<file path="src/rtl/ecg_sample_fetch.sv">
// ECG sample fetcher: a rate prescaler paces one-at-a-time sample requests to the
// recording source, and the returned samples are tagged with a running index and buffered in a FWFT FIFO.
module ecg_sample_fetch #(
  parameter int DATA_WIDTH = 11,
  parameter int CTR_WIDTH  = 24,
  parameter int DIV_WIDTH  = 16,
  parameter int FIFO_DEPTH = 8
) (
  input  logic                          clk,
  input  logic                          nrst,
  input  logic                          enable,
  input  logic [DIV_WIDTH-1:0]          rate_div,
  output logic                          signal_req,
  input  logic [DATA_WIDTH-1:0]         signal_in,
  input  logic                          signal_in_valid,
  output logic [DATA_WIDTH-1:0]         sample_out,
  output logic [CTR_WIDTH-1:0]          sample_idx,
  output logic                          sample_valid,
  input  logic                          sample_ready,
  output logic [$clog2(FIFO_DEPTH):0]   fifo_count,
  output logic                          overflow,
  output logic                          timeout
);

  localparam int AW = $clog2(FIFO_DEPTH);
  localparam int CW = AW + 1;
  localparam logic [CW-1:0] FULL_COUNT = CW'(FIFO_DEPTH);
  localparam logic [3:0]    WAIT_LAST  = 4'd15;

  typedef enum logic [1:0] {IDLE, WAIT_TICK, REQ, WAIT_DATA} state_t;

  state_t                 state_q, state_d;
  logic [DIV_WIDTH-1:0]   presc_q, presc_d;
  logic [DIV_WIDTH-1:0]   period_q, period_d;
  logic [DIV_WIDTH-1:0]   eff_div;
  logic                   tick;
  logic [3:0]             wait_q, wait_d;
  logic [CTR_WIDTH-1:0]   sample_index_q, sample_index_d;
  logic                   overflow_q, overflow_d;
  logic                   timeout_q, timeout_d;
  logic                   push, pop;
  logic [AW-1:0]          wr_ptr_q, wr_ptr_d, rd_ptr_q, rd_ptr_d;
  logic [CW-1:0]          count_q, count_d;
  logic [DATA_WIDTH-1:0]  mem_data [FIFO_DEPTH];
  logic [CTR_WIDTH-1:0]   mem_idx  [FIFO_DEPTH];

  // rate_div is sampled only at the reload point (count 0) so a change never
  // truncates or stretches the period already in progress.
  always_comb begin
    eff_div  = (presc_q == '0) ? rate_div : period_q;
    tick     = enable && (presc_q == eff_div);
    period_d = eff_div;
    presc_d  = presc_q;
    if (!enable || tick) begin
      presc_d = '0;
    end else begin
      presc_d = presc_q + DIV_WIDTH'(1);
    end
  end

  always_comb begin
    state_d        = state_q;
    wait_d         = wait_q;
    sample_index_d = sample_index_q;
    overflow_d     = overflow_q;
    timeout_d      = timeout_q;
    push           = 1'b0;
    signal_req     = 1'b0;
    case (state_q)
      IDLE: begin
        if (enable) state_d = WAIT_TICK;
      end
      WAIT_TICK: begin
        if (!enable) begin
          state_d = IDLE;
        end else if (tick) begin
          if (count_q != FULL_COUNT) state_d = REQ;
          else                       overflow_d = 1'b1;
        end
      end
      REQ: begin
        signal_req = 1'b1;
        wait_d     = '0;
        if (signal_in_valid) begin
          push           = 1'b1;
          sample_index_d = sample_index_q + CTR_WIDTH'(1);
          state_d        = enable ? WAIT_TICK : IDLE;
        end else begin
          state_d = WAIT_DATA;
        end
      end
      WAIT_DATA: begin
        if (signal_in_valid) begin
          push           = 1'b1;
          sample_index_d = sample_index_q + CTR_WIDTH'(1);
          state_d        = enable ? WAIT_TICK : IDLE;
        end else if (wait_q == WAIT_LAST) begin
          timeout_d = 1'b1;
          state_d   = enable ? WAIT_TICK : IDLE;
        end else begin
          wait_d = wait_q + 4'd1;
        end
      end
      default: state_d = IDLE;
    endcase
  end

  // A push only ever happens with space available, so no full guard is needed here.
  always_comb begin
    pop      = sample_valid && sample_ready;
    wr_ptr_d = wr_ptr_q;
    rd_ptr_d = rd_ptr_q;
    count_d  = count_q;
    if (push) wr_ptr_d = wr_ptr_q + AW'(1);
    if (pop)  rd_ptr_d = rd_ptr_q + AW'(1);
    case ({push, pop})
      2'b10:   count_d = count_q + CW'(1);
      2'b01:   count_d = count_q - CW'(1);
      default: count_d = count_q;
    endcase
  end

  always_ff @(posedge clk or negedge nrst) begin
    if (!nrst) begin
      state_q        <= IDLE;
      presc_q        <= '0;
      period_q       <= '0;
      wait_q         <= '0;
      sample_index_q <= '0;
      overflow_q     <= 1'b0;
      timeout_q      <= 1'b0;
      wr_ptr_q       <= '0;
      rd_ptr_q       <= '0;
      count_q        <= '0;
    end else begin
      state_q        <= state_d;
      presc_q        <= presc_d;
      period_q       <= period_d;
      wait_q         <= wait_d;
      sample_index_q <= sample_index_d;
      overflow_q     <= overflow_d;
      timeout_q      <= timeout_d;
      wr_ptr_q       <= wr_ptr_d;
      rd_ptr_q       <= rd_ptr_d;
      count_q        <= count_d;
    end
  end

  always_ff @(posedge clk) begin
    if (push) begin
      mem_data[wr_ptr_q] <= signal_in;
      mem_idx[wr_ptr_q]  <= sample_index_q;
    end
  end

  // Head is masked to zero while empty so reset shows zeros without clearing storage.
  assign sample_valid = (count_q != '0);
  assign sample_out   = sample_valid ? mem_data[rd_ptr_q] : '0;
  assign sample_idx   = sample_valid ? mem_idx[rd_ptr_q]  : '0;
  assign fifo_count   = count_q;
  assign overflow     = overflow_q;
  assign timeout      = timeout_q;

endmodule
</file>
<file path="config.mk">
export PLATFORM = sky130hd
export DESIGN_NAME = ecg_sample_fetch
export DESIGN_NICKNAME = d
export VERILOG_FILES = /design/src/rtl/ecg_sample_fetch.sv
export SDC_FILE = /design/constraint.sdc
export NUM_CORES = 1
export LEC_CHECK = 0
export CORE_MARGIN = 4
export CORE_UTILIZATION = 45
export CTS_BUF_LIST = sky130_fd_sc_hd__clkbuf_8 sky130_fd_sc_hd__clkbuf_16
export CTS_CLUSTER_SIZE = 8
export DETAILED_ROUTE_END_ITERATION = 6
export GPL_TIMING_DRIVEN = 0
export PLACE_DENSITY_LB_ADDON = 0.3
export SETUP_SLACK_MARGIN = 0.02
export SYNTH_ARGS = -nofsm -noshare
export SYNTH_HDL_FRONTEND = slang
export SYNTH_SLANG_ARGS = --single-unit
</file>
<file path="constraint.sdc">
create_clock -name clk -period 7.65 [get_ports clk]
set_input_delay 1.9125 -clock clk [delete_from_list [all_inputs] [get_ports clk]]
set_output_delay 1.9125 -clock clk [all_outputs]
set_load 0.02 [all_outputs]
</file>
==> out/qor.csv, run 1 <==
stage;metric;value;unit
clock_network;cts_setup_buffers;0;
timing;min_period_over_period;0.7140;
synthesis;yosysUniqueCellTypes;49;
final_layout;antennaDiodeCount;0;
die;core;31720;um^2
power;ir_worst_vdd;0.2589;mV
synthesis;syn_area_per_cell;17.92;um^2
timing;tightest_slew;1.389;ns
timing;rsz0062_at_grt;false;
critical_path;start_kind;flip-flop;
final_layout;fin_nets;1013;
route;wirelength;29.17;mm
critical_path;crit_arrival;3.55;ns
route;ant_nets;0;
placed_design;gp_congestion;0.7598;
route;vias;7693;
timing;report.final.slew_viol_count;0;
die;die_w;187.7;um
synthesis;synthCells;811;
placed_design;port_buffers;74;
clock_network;cts-hold-fix-buffers;0;
final_layout;design_area;17700;um^2
synthesis;synthArstFlopShare;0.2090;
placed_design;dpl_worst_slack;2.664;ns
die;pin_count;75;
clock_network;clock_path_buffers;3;
timing;hold_viol_final;0;
critical_path;path_max_fanout;10;
power;total_leakage_power;6.621;nW
critical_path;cp.required;5.74;ns
worst_hold_path;min_path_type;flip-flop to flip-flop;
synthesis;synth_seq_cells;354;
placed_design;dpl_cell_area;16200;um^2
global_routing;grt_pass1_vias;8094;
timing;max_slew_margin;0.06633;
clock_network;htreeDepth;2;
power;finalPower;5.581;mW
outcome;outcome;finished clean;
synthesis;ys_seq_area_frac;0.7059;
run;cap_violations;0;
synthesis;synth_edf_count;280;
global_routing;grt_max_degree;50;
die;die_area;35240;um^2
timing;setup_viol;0;
placed_design;dp_hpwl;19.54;mm
global_routing;grt-ovfl-total;0;
final_layout;areaGrowthSynthToFinish;21.74;%
clock_network;cts_tree;built;
synthesis;netlist_area;14540;um^2
power;pwr_density_cell;315.4;nW/um^2
route;drc;0;
critical_path;crit_type;flip-flop to output port;
die;die_h;187.7;um
clock_network;cts.clk_slew.worst_paths;0.05;ns
die;placementRows;65;
clock_network;clock_latency;0.56;ns
clock_network;cts.sinks;354;
synthesis;yosys_warnings;0;
global_routing;grt_use_total;0.1673;
clock_network;clockRootBuffer;clkbuf_16;
timing;max_freq;183.1;MHz
timing;skew;0.02669;ns
route;drt_iter0_drc;648;
synthesis;synthFlopType;edfxtp_1;
critical_path;cp-end-kind;output port;
global_routing;grt_pass1_wl;46.32;mm
timing;finalCriticalPeriod;5.462;ns
route;drt-pass1-iter-count;4;
clock_network;cts_made_buffers;50;
die;initial_core_util;0.4583;
synthesis;syn_nets;853;
final_layout;layout_common_cells;edfxtp_1 (280), dfrtp_1 (74), clkdlybuf4s50_1 (73);
final_layout;mostFrequentLayoutCell;edfxtp_1;
timing;fin_ws;2.188;ns
clock_network;post_cts_resized;0;
route;post_drt_wl_per_cell;20.63;um
route;via_per_inst;5.441;
global_routing;antenna_found_initial;0;
final_layout;drive_gt1_frac;0.2184;
final timing paths:
kind | startpoint | endpoint | slack (ns) | cells after the start
setup / recovery | fifo_count[1]$_DFFE_PN0P_ | sample_idx[9] | 2.19 | 4
hold / removal | timeout$_DFFE_PN0P_ | timeout$_DFFE_PN0P_ | 0.47 | 1
setup reg to reg | fifo_count[1]$_DFFE_PN0P_ | fifo_count[3]$_DFFE_PN0P_ | 4.11 | 9
hold reg to reg | timeout$_DFFE_PN0P_ | timeout$_DFFE_PN0P_ | 0.47 | 1
max in group asynchronous | nrst | sample_index_q[8]$_DFFE_PN0P_ | 5.77 | 2
min in group asynchronous | nrst | period_q[4]$_DFF_PN0_ | 1.27 | 1
state kept, by name, indices dropped and copies added (netlist names):
signal and cells:
mem_idx 192, mem_data 88, sample_index_q 24, period_q 16, presc_q 16, fifo_count 4, wait_q 4, rd_ptr_q 3
wr_ptr_q 3, state_q 2, overflow 1, timeout 1
critical path, stage by stage, from the launching register on:
cell             delay, ns
dfrtp_1               0.44
nor4_2                1.18
clkbuf_1              0.59
nor2_1                0.20
clkdlybuf4s50_1       0.59
synthesized netlist by cell type, types with 13 or more instances:
cell / count / area [um^2]
edfxtp_1: 280 / 8408
dfrtp_1: 74 / 1852
mux4_2: 70 / 1577
xnor2_1: 47 / 411.6
nor2_1: 45 / 168.9
mux2i_1: 37 / 370.4
nand2_1: 33 / 123.9
xor2_1: 24 / 210.2
clkbuf_1: 17 / 63.81
nand4_1: 16 / 100.1
buf_2: 15 / 75.07
mux2_2: 15 / 168.9
nand3_1: 15 / 75.07
inv_1: 13 / 48.80
power by group:
| part | internal [mW] | leakage (nW) | switching [mW] |
|---|---|---|---|
| registers | 2.10 | 3.68 | 0.0402 |
| clock network | 1.22 | 0.866 | 0.795 |
| logic | 0.673 | 2.07 | 0.752 |
stage by stage:
stage	std cells	hold WS [ns]	TNS [ns]	utilization
after floorplan	811	0.4702	0	-
after global placement	1287	0.4539	-391.17	0.4975
after detailed placement	1321	0.4566	0	0.5107
after CTS	1414	0.4720	0	0.5579
after global routing	1414	0.4990	0	0.5579
final	1414	0.4663	0	0.5579
logic make-up (layout without fill, tap and decap cells):
group           Yosys count  after routing  share of synthesized area
compound gates           40             40                    0.02195
xor+xnor                 71             71                    0.04278
fa+ha+maj                10             10                   0.009125
buf+inv                  56            257                    0.01842
flops                   354            354                     0.7059
mux                     122            122                     0.1456
simple gates            158            158                    0.05630
metal layers:
layer / wire length (um) / GRT usage / part of all wire
met5: 0 / 0 / 0
met4: 659 / 0.04828 / 0.023
met3: 1748 / 0.03313 / 0.060
met2: 13920 / 0.2707 / 0.48
met1: 12840 / 0.2339 / 0.44
layout make-up:
type | instances | area [um^2]
Clock inverter | 40 | 192.7
Fill cell | 2465 | 14020
Sequential cell | 354 | 10260
Multi-Input combinational cell | 401 | 4053
Clock buffer | 53 | 1304
Inverter | 14 | 52.55
Buffer | 42 | 215.2
Timing Repair Buffer | 108 | 1116
Tap cell | 402 | 503.0
Power figures use the tool's default switching activity.
==> run 2, diff against run 1 <==
- clock period: 7.65 -> 4.6 ns (I/O delays scaled with it)
==> run 2 against run 1 <==
  * Register-to-register slack got worse by 2.5 ns
  * First-iteration DRC count shrank 9.7%
  * Largest cell class unchanged
  * Core utilization down 0.14 points
  * Global-route usage is 0.37 points higher
==> out/qor.csv, run 2 (synthesized netlist as in run 1, its figures left out) <==
stage;metric;value;unit;change
critical_path;start_kind;flip-flop;;
timing;tightest_slew;0.9456;ns;-0.4433 ns
route;ant_nets;0;;unchanged
route;post_drt_wl_per_cell;21.08;um;+2.2%
timing;rsz0062_at_grt;false;;
die;die_area;35240;um^2;unchanged
die;die_h;187.7;um;unchanged
final_layout;top_regs;mem_idx x192, mem_data x88, sample_index_q x24;;
placed_design;dpl_cell_area;16210;um^2;about the same
route;drc;0;;unchanged
final_layout;drive_gt1_frac;0.2118;;-0.006591
clock_network;cts.clk_slew.worst_paths;0.05;ns;about the same
final_layout;mostFrequentLayoutCell;edfxtp_1;;
critical_path;cp.required;3.45;ns;-2.29 ns
placed_design;port_buffers;74;;unchanged
critical_path;r2r_start;state_q[1]$_DFFE_PN0P_;;
timing;hold_viol_final;0;;unchanged
global_routing;grt_pass1_wl;47.28;mm;+2.1%
final_layout;areaGrowthSynthToFinish;21.43;%;
clock_network;clock_latency;0.55;ns;about the same
timing;whs;0.4674;ns;+0.001029 ns
power;finalPower;9.317;mW;+67%
timing;report.final.slew_viol_count;0;;unchanged
run;cap_violations;0;;unchanged
clock_network;clockRootBuffer;clkbuf_16;;
final_layout;antennaDiodeCount;0;;unchanged
timing;min_period_over_period;0.9597;;
route;wirelength;29.58;mm;+1.4%
die;placementRows;65;;unchanged
die;initial_core_util;0.4583;;unchanged
route;vias;7613;;-1.0%
final_layout;finalNonFillerCells;1403;;-0.78%
die;core;31720;um^2;unchanged
timing;finalCriticalPeriod;4.415;ns;
final_layout;design_area;17650;um^2;-0.25%
timing;setup_tns;0;ns;unchanged
global_routing;grt_use_total;0.1710;;+0.003714
clock_network;cts_tree;built;;
power;ir_worst_vdd;0.3513;mV;+36%
timing;setup_viol;0;;unchanged
placed_design;gp_congestion;0.7652;;+0.71%
critical_path;crit_type;flip-flop to output port;;
critical_path;worstSetupStartpoint;rd_ptr_q[2]$_DFFE_PN0P_;;
timing;fin_ws;0.1854;ns;-2.002 ns
power;total_leakage_power;6.457;nW;-2.5%
critical_path;cp_cell_sequence;clkbuf_1 -> buf_1 -> mux2i_1 -> nor2_1 -> clkdlybuf4s50_1;;
clock_network;htreeDepth;2;;unchanged
final_layout;largest-register;mem_idx;;
final_layout;layout_common_cells;edfxtp_1 (280), dfrtp_1 (74), clkdlybuf4s50_1 (73);;
critical_path;reg2reg_depth;8;;-1
timing;max_freq;226.5;MHz;
worst_hold_path;min_path_type;flip-flop to flip-flop;;
placed_design;dp_hpwl;19.53;mm;about the same
critical_path;rr_endpoint;mem_data[0][0]$_DFFE_PP_;;
global_routing;antenna_found_initial;0;;unchanged
critical_path;path_delay_family;buffers and inverters;;
critical_path;crit_cells;5;;+1
critical_path;crit_arrival;3.26;ns;-0.29 ns
timing;skew;0.01200;ns;-0.01469 ns
outcome;outcome;finished clean;;
critical_path;cp-end-kind;output port;;
critical_path;slowest_delay;0.77;ns;-0.41 ns
die;die_w;187.7;um;unchanged
clock_network;cts.sinks;354;;unchanged
final_layout;largest_reg_flops;192;;unchanged
critical_path;cp_num_buf_inv;3;;+1
global_routing;grt_pass1_vias;8130;;+0.44%
final_layout;utilization;0.5565;;-0.001420
placed_design;dpl_worst_slack;0.6099;ns;-2.055 ns
clock_network;clock_path_buffers;3;;unchanged
timing;max_slew_margin;0.3696;;+0.3032
global_routing;grt_max_degree;41;;-18%
die;pin_count;75;;unchanged
clock_network;cts-hold-fix-buffers;0;;unchanged
route;drt_iter0_drc;585;;-9.7%
power;pwr_density_cell;527.8;nW/um^2;+67%
clock_network;cts_made_buffers;50;;unchanged
route;via_per_inst;5.426;;-0.26%
global_routing;grt-ovfl-total;0;;unchanged
critical_path;cp_slowest_cell;buf_1;;
critical_path;path_max_fanout;10;;unchanged
critical_path;crit_end;sample_idx[4];;
critical_path;reg2reg_setup_slack;1.64;ns;-2.47 ns
route;drt-pass1-iter-count;5;;+1
final_layout;fin_nets;1005;;-0.79%
placed_design;post-place-cells;1313;;-0.61%
==> run 2: timing repair <==
| item | 4_1_cts | 5_1_grt |
|---|---|---|
| buffers inserted | 0 | 0 |
| gates resized for setup | 0 | 3 |
| setup endpoints to repair | 0 | 2 |
==> run 2: how the worst min path moves through the flow <==
stage	depth (start not counted)	endpoint	start
finish	1	overflow$_DFFE_PN0P_	overflow$_DFFE_PN0P_
global placement	1	timeout$_DFFE_PN0P_	timeout$_DFFE_PN0P_
detailed placement	1	timeout$_DFFE_PN0P_	timeout$_DFFE_PN0P_
floorplan	2	period_q[12]$_DFF_PN0_	period_q[12]$_DFF_PN0_
global route	1	overflow$_DFFE_PN0P_	overflow$_DFFE_PN0P_
CTS	1	overflow$_DFFE_PN0P_	overflow$_DFFE_PN0P_
==> run 2: layout make-up <==
cell class              instances  area [um^2]
fillers                      2459        14070
well taps                     402        503.0
inverters                      14        52.55
multi-input cells             401         4083
repair buffers                100         1100
flip-flops and latches        354        10260
clock inverters                40        182.7
plain buffers                  42        219.0
clock buffers                  50         1251
==> run 2: per-layer routing <==
metal  wire length, um  global-route usage
met5                 0                   0
met3              1641             0.03723
met1             12820              0.2367
met4               567             0.04291
met2             14550              0.2802
==> run 2: where the power goes <==
part           leakage [nW]  internal (mW)  switching (mW)  total (mW)
clock network         0.830           1.95            1.28        3.23
registers              3.60           3.50          0.0685        3.57
logic                  2.03           1.20            1.32        2.52
total                  6.46           6.65            2.67        9.32
